$ cat src/rtl/btb_update_queue.sv
// Staging queue between branch resolution and the BTB write port: coalesces
// repeated updates to one PC and drains at most one update per cycle.

package riscv;
  localparam int unsigned VLEN = 64;
endpackage

package ariane_pkg;
  typedef struct packed {
    logic                   valid;
    logic [riscv::VLEN-1:0] pc;
    logic [riscv::VLEN-1:0] target_address;
  } btb_update_t;
endpackage

module btb_update_queue #(
  parameter int unsigned DEPTH = 4,
  parameter int unsigned CNT_W = 8
) (
  input  logic                    clk_i,
  input  logic                    rst_ni,
  input  logic                    clr_i,
  input  logic                    flush_i,
  input  logic                    debug_mode_i,
  input  logic                    upd_valid_i,
  input  logic [riscv::VLEN-1:0]  upd_pc_i,
  input  logic [riscv::VLEN-1:0]  upd_target_i,
  input  logic                    drain_en_i,
  output ariane_pkg::btb_update_t btb_update_o,
  output logic [$clog2(DEPTH):0]  occupancy_o,
  output logic [CNT_W-1:0]        dropped_o
);

  localparam int unsigned PTR_W = $clog2(DEPTH);

  logic [DEPTH-1:0]       valid_q;
  logic [riscv::VLEN-1:0] pc_q  [DEPTH];
  logic [riscv::VLEN-1:0] tgt_q [DEPTH];
  logic [PTR_W-1:0]       head_q, tail_q;
  logic [PTR_W:0]         occ_q, occ_d;
  logic [CNT_W-1:0]       dropped_q;
  ariane_pkg::btb_update_t out_q;

  logic             accept, pop, full, hit, push, drop;
  logic [DEPTH-1:0] match;

  assign accept = upd_valid_i && !debug_mode_i && !flush_i;
  assign full   = (occ_q == (PTR_W+1)'(DEPTH));
  assign pop    = drain_en_i && (occ_q != '0) && !flush_i;

  // The entry leaving this cycle cannot absorb an update; it gets re-enqueued.
  for (genvar gi = 0; gi < DEPTH; gi++) begin : g_match
    assign match[gi] = accept && valid_q[gi] && (pc_q[gi] == upd_pc_i) &&
                       !(pop && (head_q == PTR_W'(gi)));
  end

  assign hit   = |match;
  assign push  = accept && !hit && (!full || pop);
  assign drop  = accept && !hit && full && !pop;
  assign occ_d = occ_q + (PTR_W+1)'(push) - (PTR_W+1)'(pop);

  always_ff @(posedge clk_i or negedge rst_ni) begin
    if (!rst_ni) begin
      valid_q   <= '0;
      head_q    <= '0;
      tail_q    <= '0;
      occ_q     <= '0;
      dropped_q <= '0;
      out_q     <= '0;
    end else if (clr_i) begin
      valid_q   <= '0;
      head_q    <= '0;
      tail_q    <= '0;
      occ_q     <= '0;
      dropped_q <= '0;
      out_q     <= '0;
    end else if (flush_i) begin
      valid_q     <= '0;
      head_q      <= '0;
      tail_q      <= '0;
      occ_q       <= '0;
      out_q.valid <= 1'b0;
    end else begin
      if (pop) begin
        valid_q[head_q]      <= 1'b0;
        head_q               <= head_q + 1'b1;
        out_q.valid          <= 1'b1;
        out_q.pc             <= pc_q[head_q];
        out_q.target_address <= tgt_q[head_q];
      end else begin
        out_q.valid <= 1'b0;
      end
      // On a full push+pop, tail equals head: this set must win over the clear.
      if (push) begin
        valid_q[tail_q] <= 1'b1;
        tail_q          <= tail_q + 1'b1;
      end
      if (drop && (dropped_q != '1)) begin
        dropped_q <= dropped_q + CNT_W'(1);
      end
      occ_q <= occ_d;
    end
  end

  // Payload storage needs no reset; validity is tracked separately.
  always_ff @(posedge clk_i) begin
    for (int i = 0; i < DEPTH; i++) begin
      if (match[i]) tgt_q[i] <= upd_target_i;
    end
    if (push) begin
      pc_q[tail_q]  <= upd_pc_i;
      tgt_q[tail_q] <= upd_target_i;
    end
  end

  assign btb_update_o = out_q;
  assign occupancy_o  = occ_q;
  assign dropped_o    = dropped_q;

endmodule

$ cat config.mk
export PLATFORM = sky130hd
export DESIGN_NAME = btb_update_queue
export DESIGN_NICKNAME = d
export VERILOG_FILES = /design/src/rtl/btb_update_queue.sv
export SDC_FILE = /design/constraint.sdc
export NUM_CORES = 1
export LEC_CHECK = 0
export CAP_MARGIN = 5
export CELL_PAD_IN_SITES_DETAIL_PLACEMENT = 1
export CELL_PAD_IN_SITES_GLOBAL_PLACEMENT = 2
export CORE_UTILIZATION = 45
export CTS_CLUSTER_SIZE = 12
export DETAILED_ROUTE_END_ITERATION = 6
export GPL_TIMING_DRIVEN = 1
export PLACE_DENSITY = 0.89
export SYNTH_ARGS = -nofsm -noshare
export SYNTH_HDL_FRONTEND = slang
export SYNTH_SLANG_ARGS = --single-unit
$ cat constraint.sdc
create_clock -name clk_i -period 11.7 [get_ports clk_i]
set_input_delay 2.34 -clock clk_i [delete_from_list [all_inputs] [get_ports clk_i]]
set_output_delay 2.34 -clock clk_i [all_outputs]
set_load 0.01 [all_outputs]
==> impl_metrics.py <==
metrics = {
    "yosys": {
        "async_flop_share": 0.2242,
        "synth_most_common_cell": "edfxtp_1",
        "avgSynthCellArea_um2": 15.53,
        "ys_seq_area_frac": 0.6901,
        "netlist_instances": 1780,
        "synth_edf_count": 512,
        "synthesis.area_um2": 27650,
        "ys_types": 55,
        "ys_top_cells_by_count": "edfxtp_1, nand2_1, dfrtp_1, a21oi_1, mux4_2",
        "synth.largest_area_cell": "edfxtp_1",
        "synthTopCellsByArea": "edfxtp_1, dfrtp_1, mux4_2",
        "synth-seq-cells": 660,
        "ys_warn_count": 0,
        "synthesis.nets": 1926,
        "netlist.area_leader.share": 0.5561,
        "synth_flop_cell": "edfxtp_1",
    },
    "power_and_ir_drop": {
        "combPwrFrac": 0.049,
        "p_per_area_nw_per_um2": 148.3,
        "p_sw_frac": 0.2196,
        "p_int_mw": 3.872,
        "pwr-share-clk": 0.434,
        "p_switching_mw": 1.090,
        "p_leak_nw": 11.14,
        "pwr-share-seq": 0.517,
        "irDropWorstVdd_mv": 0.1249,
    },
    "sta": {
        "period_share": 0.5239,
        "max_freq_ghz": 0.1631,
        "rsz0062_at_grt": "no",
        "worst_pin_slew_ps": 1124,
        "finalCriticalPeriod_ps": 6130,
        "setup_tns_ps": 0,
        "max_slew_margin": 0.2510,
        "maxSlewViolCount": 0,
        "hold_viol": 0,
        "setup_viol": 0,
        "fin_skew_ps": 22.32,
    },
    "layout": {
        "final.fill_count": 5686,
        "drive_above_1_share": 0.1229,
        "final_cells": 2902,
        "fin_nets": 2205,
        "area_growth_pct": 21.04,
        "final_core_util": 0.5523,
    },
    "die": {
        "start_util": 0.4563,
        "io-pin-count": 275,
        "die_area_um2": 62430,
        "core_um2": 60580,
        "num_rows": 90,
        "die_y_um": 249.9,
        "fp.dieW_um": 249.9,
    },
    "run_status": {
        "status": "completed",
    },
    "clocking": {
        "ctsHoldBuffers": 0,
        "post-cts-setup-buffers": 0,
        "worstSkewPairLatency_ps": 620,
        "cts_tree": "yes",
        "cts_resized": 0,
        "path_clk_slew_ps": 60,
        "root_buffer": "clkbuf_16",
        "htreeDepth": 3,
        "clock_path_buffers": 3,
        "clock-sinks": 660,
        "cts_buffers": 70,
    },
    "setup_path": {
        "cp-start-kind": "primary input",
        "worst-setup-path-type": "in -> reg",
        "rr_worst_depth": 15,
        "timing.rr.start": "head_q[1]",
        "cp_data_required_time_ps": 11930,
        "reg2reg_to": "occupancy_o[2]",
        "ff2ff_setup_slack_ps": 7030,
        "critPathCaptureType": "register",
        "cp.arrival_ps": 6360,
        "path_max_fanout": 64,
    },
    "routing": {
        "routed_via_density": 5.873,
        "remaining_drc_errors": 0,
        "drtIter0Drc": 1687,
        "drt_pre_antenna_iters": 5,
        "wirelength_um": 82150,
        "routedWlPerCell_um": 28.31,
        "antenna_left": 0,
        "via_count": 17040,
    },
    "placed_design": {
        "place_inst": 2769,
        "io_buffer_count": 274,
        "hpwl_um": 55130,
        "place.gp.congestion": 1.001,
    },
    "hold_path": {
        "worstHoldStart": "btb_update_o[97]",
        "holdCritPathClass": "reg -> reg",
        "hold_path_depth": 2,
        "min_to": "btb_update_o[97]",
    },
    "global_route": {
        "grt_overflow": 0,
        "grt_pass1_vias": 17980,
        "antenna_found_initial": 12,
        "grt_usage": 0.2652,
        "grt_max_degree": 99,
        "grt_pass1_wl_um": 120900,
    },
    "flow_run": {
        "maxCapViolCount": 0,
    },
}
[state kept, by name (all words and copies together), names as in the netlist]
register,cells
pc_q,256
head_q,2
btb_update_o,129
dropped_o,8
tail_q,2
valid_q,4
tgt_q,256
occupancy_o,3
[cells in the final DEF (no fill, tap or decap), types with 5 or more instances in the layout]
cell type        Yosys  final
a22o_1               5      5
clkbuf_8             0      7
inv_1               50     47
clkdlybuf4s50_1      0    272
dfrtp_1            148    146
edfxtp_1           512    512
a21oi_1            140    140
a2111oi_0            5      5
nand3_1             15     15
nor3_1               6      6
ha_1                10     10
xor2_1             125    125
o21ai_0              8      6
buf_4                1     18
nand4_1             28     28
mux4_2             128    128
nand2b_1            11     11
clkinv_1             0      5
o22ai_1             15     15
nor2_1              16     16
nand2_1            270    270
clkbuf_16            0     71
nor4_1              40     40
nor2b_1             25     25
xnor2_1             76     76
clkbuf_1            72     32
clkinv_2             0      6
[per-stage QoR]
stage	instance area [um2]	setup slack (ps)	power, mW	hold slack (ps)
2_1_floorplan	27650	2743	2.698	467.1
3_3_place_gp	31260	5195	2.844	510.2
3_5_place_dp	31260	5039	2.852	516.2
4_1_cts	33450	5676	4.993	524.0
5_1_grt	33460	5447	5.081	547.4
6_report	33460	5570	4.962	518.8
[critical path: stages]
cell and delay [ps]:
clkdlybuf4s50_1 570, nor2b_1 410, o31ai_4 140, buf_4 270
o21ai_0 410, nor4_1 140, nand4_1 250, and3_1 440
nand3_1 310, o21ai_4 210, buf_4 750
[logic make-up after synthesis]
kind of cell | share of synthesized area
buffers and inverters | 0.01887
XOR/XNOR | 0.06368
AO/OA/AOI/OAI | 0.04390
AND/OR/NAND/NOR | 0.07273
adder cells (fa/ha/maj) | 0.005250
flip-flops | 0.6901
multiplexers | 0.1055
[layout make-up]
cell class	instances	area, um2	area share
Sequential cell	660	19090	0.5704
Multi-Input combinational cell	984	8112	0.2424
Timing Repair Buffer	292	2889	0.08634
Clock buffer	110	1993	0.05956
Tap cell	782	978.4	0.02924
Clock inverter	19	202.7	0.006057
Inverter	51	191.4	0.005721
Antenna cell	4	10.01	0.0002991
[how the worst max path moves through the flow]
stage	startpoint	cells after the start	slack (ps)	endpoint
floorplan	drain_en_i	10	2740	tgt_q[1][0]
global placement	flush_i	11	5200	tgt_q[3][30]
CTS	flush_i	11	5680	tgt_q[0][51]
finish	flush_i	11	5570	tgt_q[0][54]
detailed placement	flush_i	11	5040	tgt_q[3][30]
global route	flush_i	11	5450	tgt_q[0][57]
[routing by layer]
layer | global-route usage | vias up | share of wire
li1 | - | 7234 | -
met1 | 0.3473 | 8931 | 0.39
met2 | 0.4376 | 716 | 0.50
met3 | 0.05611 | 147 | 0.076
met4 | 0.09577 | 16 | 0.033
met5 | 0 | - | 0.0011
[power groups by stage]
stage / Combinational, mW / Sequential, mW / Clock, mW
5_1_grt: 0.258 / 2.56 / 2.26
3_5_place_dp: 0.241 / 2.61 / 0
4_1_cts: 0.244 / 2.56 / 2.19
2_1_floorplan: 0.0876 / 2.61 / 0
6_report: 0.245 / 2.56 / 2.15
3_3_place_gp: 0.234 / 2.61 / 0
No activity file was read; power rests on OpenSTA's default activity.
